### config.mk
export PLATFORM = sky130hd
export DESIGN_NAME = mod_div_unit
export DESIGN_NICKNAME = d
export VERILOG_FILES = /design/src/rtl/mod_div_unit.sv
export SDC_FILE = /design/constraint.sdc
export NUM_CORES = 1
export LEC_CHECK = 0
export CAP_MARGIN = 10
export CORE_MARGIN = 4
export CORE_UTILIZATION = 45
export CTS_BUF_LIST = sky130_fd_sc_hd__clkbuf_8 sky130_fd_sc_hd__clkbuf_16
export CTS_CLUSTER_DIAMETER = 120
export DETAILED_ROUTE_END_ITERATION = 8
export GPL_ROUTABILITY_DRIVEN = 0
export PLACE_DENSITY = 0.67
export SETUP_SLACK_MARGIN = 0.5
export SLEW_MARGIN = 10
export SYNTH_ARGS = -nofsm -noshare
export SYNTH_HDL_FRONTEND = slang
export SYNTH_SLANG_ARGS = --single-unit
### constraint.sdc
create_clock -name CLK -period 9.3 [get_ports CLK]
set_input_delay 1.86 -clock CLK [delete_from_list [all_inputs] [get_ports CLK]]
set_output_delay 1.86 -clock CLK [all_outputs]
set_load 0.01 [all_outputs]
### src/rtl/mod_div_unit.sv
// Multi-cycle radix-2 restoring divider returning remainder (MOD) or quotient (DIV).
// Optional two's-complement support is enabled by defining MOD_SIGNED_EN.
//
// state  | meaning
// S_IDLE | waiting for start; operands captured here
// S_RUN  | one shift-subtract step per cycle, WIDTH steps total
// S_DONE | result registered, done pulse high for this cycle
module mod_div_unit #(
    parameter int WIDTH = 32
) (
    input  logic             CLK,
    input  logic             RST,
    input  logic             start,
    input  logic [1:0]       op,
    input  logic [WIDTH-1:0] A,
    input  logic [WIDTH-1:0] B,
    output logic [WIDTH-1:0] result,
    output logic             busy,
    output logic             done,
    output logic             dz
);

    localparam int CW = (WIDTH > 2) ? $clog2(WIDTH) : 1;

    typedef enum logic [1:0] {
        S_IDLE = 2'd0,
        S_RUN  = 2'd1,
        S_DONE = 2'd2
    } state_t;

    state_t           state_q, state_d;
    // The partial remainder is always below the divisor, so WIDTH bits hold it;
    // only the trial subtraction needs the extra bit.
    logic [WIDTH-1:0] rem_q, rem_d;
    logic [WIDTH-1:0] quo_q, quo_d;
    logic [WIDTH-1:0] dvs_q, dvs_d;
    logic [CW-1:0]    cnt_q, cnt_d;
    logic             div_q, div_d;
    logic [WIDTH-1:0] result_q, result_d;
    logic             dz_q, dz_d;
    logic             neg_quo_q, neg_quo_d;
    logic             neg_rem_q, neg_rem_d;

    logic [WIDTH:0]   rem_sh;
    logic [WIDTH:0]   trial;
    logic [WIDTH-1:0] rem_n;
    logic [WIDTH-1:0] quo_n;
    logic [WIDTH-1:0] res_mod;
    logic [WIDTH-1:0] res_div;
    logic [WIDTH-1:0] a_mag;
    logic [WIDTH-1:0] b_mag;
    logic             a_neg;
    logic             b_neg;

    always_comb begin
        rem_sh = {rem_q, quo_q[WIDTH-1]};
        trial  = rem_sh - {1'b0, dvs_q};
        quo_n  = {quo_q[WIDTH-2:0], ~trial[WIDTH]};
        rem_n  = trial[WIDTH] ? rem_sh[WIDTH-1:0] : trial[WIDTH-1:0];
    end

`ifdef MOD_SIGNED_EN
    always_comb begin
        a_neg   = op[1] & A[WIDTH-1];
        b_neg   = op[1] & B[WIDTH-1];
        a_mag   = a_neg ? (~A + 1'b1) : A;
        b_mag   = b_neg ? (~B + 1'b1) : B;
        // Remainder follows the dividend sign, quotient truncates toward zero.
        res_mod = neg_rem_q ? (~rem_n + 1'b1) : rem_n;
        res_div = neg_quo_q ? (~quo_n + 1'b1) : quo_n;
    end
`else
    logic unused_op_sign;
    assign unused_op_sign = op[1] ^ neg_quo_q ^ neg_rem_q;

    always_comb begin
        a_neg   = 1'b0;
        b_neg   = 1'b0;
        a_mag   = A;
        b_mag   = B;
        res_mod = rem_n;
        res_div = quo_n;
    end
`endif

    always_comb begin
        state_d   = state_q;
        rem_d     = rem_q;
        quo_d     = quo_q;
        dvs_d     = dvs_q;
        cnt_d     = cnt_q;
        div_d     = div_q;
        result_d  = result_q;
        dz_d      = dz_q;
        neg_quo_d = neg_quo_q;
        neg_rem_d = neg_rem_q;

        case (state_q)
            S_IDLE: begin
                if (start) begin
                    div_d = op[0];
                    if (B == '0) begin
                        state_d  = S_DONE;
                        dz_d     = 1'b1;
                        result_d = op[0] ? '1 : A;
                    end else begin
                        state_d   = S_RUN;
                        rem_d     = '0;
                        quo_d     = a_mag;
                        dvs_d     = b_mag;
                        cnt_d     = CW'(WIDTH - 1);
                        neg_quo_d = a_neg ^ b_neg;
                        neg_rem_d = a_neg;
                    end
                end
            end

            S_RUN: begin
                rem_d = rem_n;
                quo_d = quo_n;
                if (cnt_q == '0) begin
                    state_d  = S_DONE;
                    dz_d     = 1'b0;
                    result_d = div_q ? res_div : res_mod;
                end else begin
                    cnt_d = cnt_q - 1'b1;
                end
            end

            S_DONE: begin
                state_d = S_IDLE;
            end

            default: begin
                state_d = S_IDLE;
            end
        endcase
    end

    always_ff @(posedge CLK) begin
        if (RST) begin
            state_q   <= S_IDLE;
            rem_q     <= '0;
            quo_q     <= '0;
            dvs_q     <= '0;
            cnt_q     <= '0;
            div_q     <= 1'b0;
            result_q  <= '0;
            dz_q      <= 1'b0;
            neg_quo_q <= 1'b0;
            neg_rem_q <= 1'b0;
        end else begin
            state_q   <= state_d;
            rem_q     <= rem_d;
            quo_q     <= quo_d;
            dvs_q     <= dvs_d;
            cnt_q     <= cnt_d;
            div_q     <= div_d;
            result_q  <= result_d;
            dz_q      <= dz_d;
            neg_quo_q <= neg_quo_d;
            neg_rem_q <= neg_rem_d;
        end
    end

    assign result = result_q;
    assign dz     = dz_q;
    assign busy   = (state_q != S_IDLE);
    assign done   = (state_q == S_DONE);

endmodule

* Word-level counts from Yosys, hierarchy flattened *
Index checks and enable logic that the tools add are counted.

word-level totals
  flip-flop bits (word level) = 137
  bits in latches = 0
  bits in writable memories = 0
  memory bits (read-only) = 0
  bits of input ports = 69
  output and inout port bits = 35
  memories kept = 0

operators by class
  add/sub/neg operators = 2
  multiply operators = 0
  divide/modulo/power cells = 0
  $lt $le $gt $ge = 0
  equal/unequal tests = 7
  shift-type cells = 0
  muxes and demuxes = 25
  bitwise operators = 2
  reductions and logical operators = 11

operators by type and width
  operator               number
  $mux W32               10
  $pmux W32 S2           3
  $sub A33 B32 Y33       1
  $logic_not A32 Y1      1
  $mux W5                3
  $ne A2 B2 Y1 const B   5
  $pmux W5 S2            1
  $reduce_and A4 Y1      2
  $mux W2                3
  $reduce_and A3 Y1      2
  $logic_not A5 Y1       1
  $sub A5 B1 Y5 const B  1
  $pmux W2 S2            1
  $reduce_and A2 Y1      2
  $reduce_bool A2 Y1     2
  $mux W1                3
  $eq A2 B1 Y1 const B   1
  $eq A2 B2 Y1 const B   1
  $logic_not A2 Y1       1
  $not A1 Y1             2
  $pmux W1 S2            1

* Longest topological paths before layout *
Gate-level depths: netlist of the first run.

  word-level depth = 5
  mapped depth = 14
  gate-level depth less buffers = 12

* Worst setup path after synthesis of the first run *
No wires, ideal clock.

  path type = input to register
  start = input port B[16]
  end = register rem_q[28]
  library setup time = 0.061 ns
  arrival = 3.486 ns
  required time = 9.239 ns
  setup slack = 5.754 ns
  stages = 9
  cell sequence = nor4_1 nand4_1 nor2_1 nor2_1 o21bai_1 nor2b_1 clkbuf_1 clkbuf_1 a22o_1

on the way
  longest elaborated chain between the ends = 3

RTL lines
  what                                RTL line  RTL
  start: declaration                  16        input logic [WIDTH-1:0] B,
  $logic_not A32 Y1                   102       if (B == '0) begin
  $ne A2 B2 Y1 (no source line)       --
  $reduce_and A3 Y1 (no source line)  --
  end signal: assignment              154       rem_q <= rem_d;
  end: declaration                    34        logic [WIDTH-1:0] rem_q, rem_d;

No other way between the ends.
A chain may end at the register's enable or synchronous reset.

* Worst setup path in the final report of the first run *
  start = input port B[31]
  end = register rem_q[11]

The elaborated chain is that of the path after synthesis.

==> impl_metrics.yaml, run 1 <==
critical_path:
  path_max_fanout: 33
  endpoint_kind: "flop"
  critPathKind: "in2reg"
  start_kind: "input port"
  required_ns: 9.63
  worstPathArrival_ns: 5.16
layout:
  syn2layout_area_growth_pct: 19.55
  ff_latch_area_mm2: 0.002743
  finalNetCount: 1262
  diodes: 0
  drive_above_1_share: 0.06576
  multi_input_area_mm2: 0.005289
  fillers: 1793
yosys:
  syn_avg_cell_area_um2: 7.723
  synth-compound-area-share: 0.3310
  synth_nets: 1211
  syn_area_mm2: 0.008549
  ys_ff_latch: 137
  synth_top_area_cell: "dfxtp_1"
  yosysUniqueCellTypes: 82
  synth_top_family_by_area: "compound AO/OA/AOI/OAI gates"
  synth.mux.area_fraction: 0.02883
  synth-simple-area-share: 0.1843
  async_reset_ff_frac: 0
  synth_top_cells_by_area: "dfxtp_1, nand2_1, a21oi_1"
  synthCells: 1107
  ys_warn_count: 0
  synth-seq-area-share: 0.3208
  synth_top_area_share: 0.3208
  synth-edff-count: 0
  synthXorXnorAreaFrac: 0.01946
  synth_fa_ha_area_frac: 0.05210
  synth_ff_type: "dfxtp_1"
floorplan:
  fp.dieH_um: 145.8
  dieArea_mm2: 0.02127
  core_mm2: 0.01871
  initial_utilization: 0.4571
  die_w_um: 145.8
  core.rowCount: 50
  top_level_ports: 104
grt:
  grt_max_degree: 60
  grt_pass1_wl_um: 41410
  antenna_found_initial: 0
  grt_pass1_vias: 7731
  grt_usage: 0.2368
  grt_overflow: 0
drt:
  vias: 8513
  drc: 0
  postRouteAntennaNets: 0
  drtIter0Drc: 815
  avgViaCountPerCell: 6.059
  wire_per_inst_um: 18.72
  drt-pass1-iter-count: 5
  wl_um: 26300
run:
  drv_cap: 0
timing:
  hold_viol_final: 0
  fin_crit_sh: 0.5192
  final.min_clock_period_ns: 4.828
  slew_headroom: 0.1627
  max_freq_mhz: 207.1
  finalSetupViolCount: 0
  tightest_slew_ns: 1.251
  rsz0062_at_grt: "false"
  final_max_slew_viol_count: 0
  fin_tns_setup_ns: 0
  finClkSkew_ns: 0.007390
outcome:
  status: "finished clean"
clocking:
  cts_sinks: 137
  cts_resized: 0
  cts_tree: "yes"
  clkSlewWorstSetupHoldPaths_ns: 0.06
  clk-insertion-delay-late_ns: 0.42
  root_buffer: "clkbuf_16"
  cts_inserted_buffers: 17
  h-tree-depth: 4
  cts_hold_buf: 0
  cts_buffer_depth: 2
  postCtsSetupBuffers: 0
placed_design:
  io_buffers: 102
  post-dp-hpwl_um: 18320
min_path:
  hp-class: "reg2reg"
synthesized netlist by cell type (all sizes together), types with 7 or more instances:
library cell and n:
and3 9, nor4 16, a21o 22, ha 34
a221oi 32, dfxtp 137, buf 15, and2 11
xor2 9, nor3 15, nand4 8, nand2b 9
a21oi 114, nor2 87, a31oi 15, nand2 158
nor2b 8, a211oi 13, nand3 9, clkbuf 66
a2111oi 7, a222oi 27, o21a 10, xnor2 10
mux2i 16, o21ai 107, inv 51
sequential cells by signal, summed over array words and instances, names as in the netlist:
| name | flops |
|---|---|
| div_q | 1 |
| dvs_q | 32 |
| cnt_q | 5 |
| rem_q | 32 |
| state_q | 2 |
| dz | 1 |
| result | 32 |
| quo_q | 32 |
metrics by stage:
step	hold slack [ns]	cells	area, um2	setup WS (ns)	utilization
after floorplan	0.4363	1107	8549	5.754	-
after global placement	0.4425	1373	9620	4.196	0.5143
after detailed placement	0.4477	1373	9620	4.140	0.5143
after CTS	0.4570	1405	10220	4.580	0.5464
after global routing	0.4748	1405	10220	4.352	0.5464
final	0.4528	1405	10220	4.472	0.5464
per-layer routing:
metal	global-route usage	up-vias	wire length (um)
met5	0	-	0
met4	0.05223	0	289
met3	0.05201	28	2247
met2	0.3515	357	11320
met1	0.3508	3943	12440
li1	-	4185	-
final timing paths:
| kind | start | endpoint | slack (ns) | depth (start not counted) |
|---|---|---|---|---|
| max | B[31] | rem_q[11] | 4.47 | 11 |
| min | dvs_q[31] | dvs_q[31] | 0.45 | 2 |
| max reg2reg | quo_q[31] | rem_q[21] | 5.11 | 13 |
| min reg2reg | dvs_q[31] | dvs_q[31] | 0.45 | 2 |
kinds of logic after synthesis:
kind of cell               count (synthesis)
AOI/OAI and AO/OA                        415
and+or+nand+nor                          346
DFF                                      137
xor gates and xnor gates                  19
buffers and inverters                    133
muxes                                     22
adders and majority gates                 35
area by class of cell:
class | count | area share
tap | 234 | 0.02864
clock buffer | 18 | 0.04297
timing repair buffer | 113 | 0.1077
sequential | 137 | 0.2683
inverter | 52 | 0.01910
clock inverter | 14 | 0.01579
multi-input combinational | 837 | 0.5174
worst max-delay path, stage by stage:
cell and delay [ns]:
clkdlybuf4s50_1 0.50, nor4_1 0.61, nand4_1 0.46, nor2_1 0.37, nor2_1 0.09, o21bai_2 0.11, buf_4 0.35, nor2b_2 0.21
buf_4 0.36, a32oi_1 0.08, o21ai_0 0.10
placed cells by master, fill, tap and decap left out, types with 14 or more instances in the layout:
cell | netlist | final
nand2_1 | 158 | 158
dfxtp_1 | 137 | 137
a21oi_1 | 112 | 112
clkdlybuf4s50_1 | 0 | 101
o21ai_0 | 98 | 98
nor2_1 | 87 | 86
inv_1 | 51 | 51
ha_1 | 34 | 34
a221oi_1 | 32 | 32
a222oi_1 | 27 | 27
a21o_1 | 22 | 22
clkbuf_16 | 0 | 17
mux2i_1 | 16 | 16
nor3_1 | 15 | 14
nor4_1 | 14 | 14
Power of run 1 is left out: the tool's default activity adds up to more than one toggle a clock period on the data nets, which glitch-free logic cannot reach.
==> run 2: changes to the inputs <==
==> constraint.sdc (replaced) <==
create_clock -name CLK -period 5 [get_ports CLK]
set_input_delay 1 -clock CLK [delete_from_list [all_inputs] [get_ports CLK]]
set_output_delay 1 -clock CLK [all_outputs]
set_load 0.01 [all_outputs]
==> run 2 against run 1 <==
  * Critical path type is now reg2reg
  * Global-route usage is 0.57 points higher
  * Count of clock-buffer cells in the layout is 1 lower
  * Sequential cell count stayed put
  * Worst hold slack worse by 0.0015 ns
  * Clock skew is 0.0049 ns higher
  * Via count is 0.80% higher
  * Critical endpoint is now result[5]
==> impl_metrics.yaml, run 2 (same netlist as run 1, synthesis figures left out) <==
outcome:
  status: "finished clean"
layout:
  drive_above_1_share: 0.06735
  layout_commonest_cell: "nand2_1"
  finalNetCount: 1264
  final_cell_mix: "nand2_1, dfxtp_1, a21oi_1, clkdlybuf4s50_1, o21ai_0"
  syn2layout_area_growth_pct: 19.25
  diodes: 0
min_path:
  hp-class: "reg2reg"
clocking:
  clkSlewWorstSetupHoldPaths_ns: 0.07
  clk-insertion-delay-late_ns: 0.43
  cts_resized: 0
  cts_tree: "yes"
  cts_hold_buf: 0
  cts_sinks: 137
  root_buffer: "clkbuf_16"
  cts_inserted_buffers: 17
  postCtsSetupBuffers: 0
  h-tree-depth: 4
  cts_buffer_depth: 2
grt:
  grt_max_degree: 90
  grt_overflow: 0
  grt_pass1_wl_um: 42360
  grt_pass1_vias: 7796
  antenna_found_initial: 0
  grt_usage: 0.2424
drt:
  vias: 8581
  wl_um: 26590
  drc: 0
  postRouteAntennaNets: 0
  wire_per_inst_um: 18.89
  drt-pass1-iter-count: 6
  drtIter0Drc: 921
  avgViaCountPerCell: 6.099
critical_path:
  timing.rr.start: "quo_q[31]"
  path_common_cell: "inv_1"
  path_cells: "inv_1 > ha_1 > inv_1 > fa_1 > a211oi_2 > o211ai_2 > a31oi_2 > nor4_4 > nor3_1 > o2bb2ai_1 > a221oi_1 > o21ai_0"
  path_delay_family: "compound AO/OA/AOI/OAI gates"
  critPathSlowestCell: "a221oi_1"
  critPathKind: "reg2reg"
  path_max_fanout: 12
  crit_path_max_incr_delay_ns: 0.67
  start_kind: "flop"
  rrSetupSlack_ns: 0.94
  timing.rr.end: "result[5]"
  rr_worst_depth: 12
  endpoint_kind: "flop"
  required_ns: 5.27
  worstPathArrival_ns: 4.33
  crit_start: "quo_q[31]"
  crit_end: "result[5]"
  crit_cells: 12
  cp_num_buf_inv: 2
timing:
  rsz0062_at_grt: "false"
  final.min_clock_period_ns: 4.065
  fin_crit_sh: 0.8130
  finalSetupViolCount: 0
  hold_viol_final: 0
  slew_headroom: 0.1876
  final_max_slew_viol_count: 0
  tightest_slew_ns: 1.214
  fin_tns_setup_ns: 0
  finClkSkew_ns: 0.01234
  max_freq_mhz: 246.0
floorplan:
  top_level_ports: 104
  core.rowCount: 50
  fp.dieH_um: 145.8
  dieArea_mm2: 0.02127
  initial_utilization: 0.4571
  core_mm2: 0.01871
  die_w_um: 145.8
placed_design:
  io_buffers: 102
  post-dp-hpwl_um: 18430
run:
  drv_cap: 0
==> run 2: worst register-to-register path: stages, from the launching register on <==
cell	delay [ns]
dfxtp_1	0.34
inv_1	0.09
ha_1	0.22
inv_1	0.07
fa_1	0.43
a211oi_2	0.29
o211ai_2	0.14
a31oi_2	0.44
nor4_4	0.10
nor3_1	0.47
o2bb2ai_1	0.46
a221oi_1	0.68
o21ai_0	0.18
==> run 2: worst min-delay path by stage <==
| stage | start | endpoint | slack [ns] | cells after the start |
|---|---|---|---|---|
| after floorplan | dvs_q[10] | dvs_q[10] | 0.44 | 2 |
| after global placement | dvs_q[29] | dvs_q[29] | 0.44 | 2 |
| after detailed placement | dvs_q[9] | dvs_q[9] | 0.45 | 2 |
| after CTS | dvs_q[9] | dvs_q[9] | 0.46 | 2 |
| after global routing | dvs_q[14] | dvs_q[14] | 0.47 | 2 |
| final | dvs_q[9] | dvs_q[9] | 0.45 | 2 |
==> run 2: final cells by class <==
type                            count  area [um2]
Multi-Input combinational cell    837        5289
Sequential cell                   137        2743
Clock buffer                       17       425.4
Timing Repair Buffer              115        1116
Fill cell                        1792        8511
Clock inverter                     15       133.9
Inverter                           52       195.2
Tap cell                          234       292.8
==> run 2: routing by layer <==
layer / global-route usage / up-vias / part of all wire
met3: 0.05730 / 32 / 0.091
li1: - / 4183 / -
met1: 0.3482 / 3979 / 0.46
met4: 0.06505 / 0 / 0.015
met2: 0.3645 / 387 / 0.43
met5: 0 / - / 0
==> run 2: per-stage QoR <==
| stage | instances | cell area [um2] | setup WS (ns) | utilization | hold WS (ns) |
|---|---|---|---|---|---|
| after floorplan | 1107 | 8549 | 2.004 | - | 0.4363 |
| after global placement | 1375 | 9635 | 0.8786 | 0.5151 | 0.4428 |
| after detailed placement | 1375 | 9635 | 0.7811 | 0.5151 | 0.4463 |
| after CTS | 1407 | 10190 | 0.9732 | 0.5450 | 0.4554 |
| after global routing | 1407 | 10190 | 0.6828 | 0.5450 | 0.4702 |
| final | 1407 | 10190 | 0.9351 | 0.5450 | 0.4513 |
Power of run 2 is left out for the same reason.
==> run 3: changes to the inputs <==
--- a/config.mk
+++ b/config.mk
@@ -12,7 +12,7 @@
 export CTS_CLUSTER_DIAMETER = 120
 export DETAILED_ROUTE_END_ITERATION = 8
 export GPL_ROUTABILITY_DRIVEN = 0
-export PLACE_DENSITY = 0.67
+export PLACE_DENSITY = 0.69
 export SETUP_SLACK_MARGIN = 0.5
 export SLEW_MARGIN = 10
 export SYNTH_ARGS = -nofsm -noshare
==> constraint.sdc (replaced) <==
create_clock -name CLK -period 3.5 [get_ports CLK]
set_input_delay 0.7 -clock CLK [delete_from_list [all_inputs] [get_ports CLK]]
set_output_delay 0.7 -clock CLK [all_outputs]
set_load 0.01 [all_outputs]
==> run 3 against run 2 <==
  * Clock skew shrank 0.0045 ns
  * Setup slack got worse by 0.58 ns
  * Count of clock-buffer cells in the layout is the same
  * Critical path type unchanged
  * Cell count grew 5.4%
  * Non-clock buffer count is 75 higher
  * Worst hold slack better by 0.0014 ns
  * Register-to-register slack lost 0.58 ns
  * Wire length grew 5.7%
  * Critical path depth up 1
  * Sequential cell count unchanged
==> impl_metrics.yaml, run 3 (same netlist as run 1, synthesis figures left out) <==
drt:
  drtIter0Drc: 934
  drt-pass1-iter-count: 7
  avgViaCountPerCell: 6.096
  vias: 9041
  postRouteAntennaNets: 0
  drc: 0
  wire_per_inst_um: 18.95
  wl_um: 28110
timing:
  final_max_slew_viol_count: 0
  tightest_slew_ns: 1.323
  finClkSkew_ns: 0.007848
  rsz0062_at_grt: "true"
  hold_viol_final: 0
  fin_tns_setup_ns: 0
  finalSetupViolCount: 0
  final.min_clock_period_ns: 3.140
  fin_crit_sh: 0.8971
  slew_headroom: 0.1179
  max_freq_mhz: 318.5
layout:
  diodes: 0
  layout_commonest_cell: "nand2_1"
  fillers: 1616
  finalNetCount: 1340
  drive_above_1_share: 0.1817
  final_cell_count_no_fill: 1483
  syn2layout_area_growth_pct: 33.54
  final_cell_mix: "nand2_1, dfxtp_1, a21oi_1, clkdlybuf4s50_1, nor2_1"
grt:
  grt_pass1_vias: 8176
  grt_pass1_wl_um: 43550
  grt_max_degree: 81
  grt_overflow: 0
  antenna_found_initial: 0
  grt_usage: 0.2486
outcome:
  status: "finished clean"
placed_design:
  numPlacedInstances: 1425
  post-dp-hpwl_um: 19290
  io_buffers: 102
clocking:
  cts_tree: "yes"
  cts_sinks: 137
  clkSlewWorstSetupHoldPaths_ns: 0.06
  clk-insertion-delay-late_ns: 0.44
  cts_hold_buf: 0
  cts_inserted_buffers: 17
  h-tree-depth: 4
  root_buffer: "clkbuf_16"
  cts_buffer_depth: 2
floorplan:
  core_mm2: 0.01871
  core.rowCount: 50
  fp.dieH_um: 145.8
  top_level_ports: 104
  die_w_um: 145.8
  dieArea_mm2: 0.02127
  initial_utilization: 0.4571
critical_path:
  path_max_fanout: 7
  critPathKind: "reg2reg"
  required_ns: 3.82
  endpoint_kind: "flop"
  crit_start: "quo_q[31]"
  worstPathArrival_ns: 3.46
  timing.rr.start: "quo_q[31]"
  start_kind: "flop"
min_path:
  worstHoldStart: "dvs_q[21]"
  hp-class: "reg2reg"
run:
  drv_cap: 0
## run 3: timing repair
action                                 4_1_cts  5_1_grt
gates cloned                                 0        3
setup endpoints to repair                   65       83
setup buffers                               11       12
gates resized for setup                     35      112
pin swaps                                    9       35
endpoints found under the hold margin        0        0
## run 3: layout make-up
type	instances	area [um2]	area share
Sequential cell	137	2749	0.2408
Clock inverter	15	132.6	0.01162
Timing Repair Buffer	190	1823	0.1597
Multi-Input combinational cell	838	5799	0.5079
Inverter	52	195.2	0.01710
Tap cell	234	292.8	0.02564
Clock buffer	17	425.4	0.03726
## run 3: worst max-delay path: stages, from the launching register on
cell	delay [ns]
dfxtp_2	0.34
inv_2	0.07
ha_4	0.14
inv_2	0.04
fa_2	0.36
a211oi_4	0.25
o211ai_2	0.15
a31o_1	0.28
a41oi_2	0.24
a211oi_2	0.15
a211oi_4	0.20
buf_6	0.17
mux2_4	0.31
a221o_1	0.32
## run 3: final timing paths
check | to | slack (ns) | cells past startpoint
setup reg to reg | result[31] | 0.36 | 13
hold / removal | dvs_q[21] | 0.45 | 2
hold reg to reg | dvs_q[21] | 0.45 | 2
setup / recovery | result[31] | 0.36 | 13
## run 3: metal layers
metal	routed length [um]	track usage	vias up	part of all wire
li1	-	-	4351	-
met1	12740	0.3613	4213	0.45
met2	12300	0.3799	429	0.44
met3	2477	0.04080	48	0.088
met4	584	0.07075	0	0.021
met5	0	0	-	0
## run 3: metrics by stage
stage	setup WS, ns	utilization	hold WS (ns)	instance area [um2]
global placement	0.1077	0.5385	0.4422	10070
floorplan	0.5037	-	0.4363	8549
detailed placement	0.08094	0.5385	0.4474	10070
global route	0.2692	0.6104	0.4755	11420
CTS	0.4184	0.5806	0.4567	10860
finish	0.3600	0.6104	0.4527	11420
Power of run 3 is left out for the same reason.
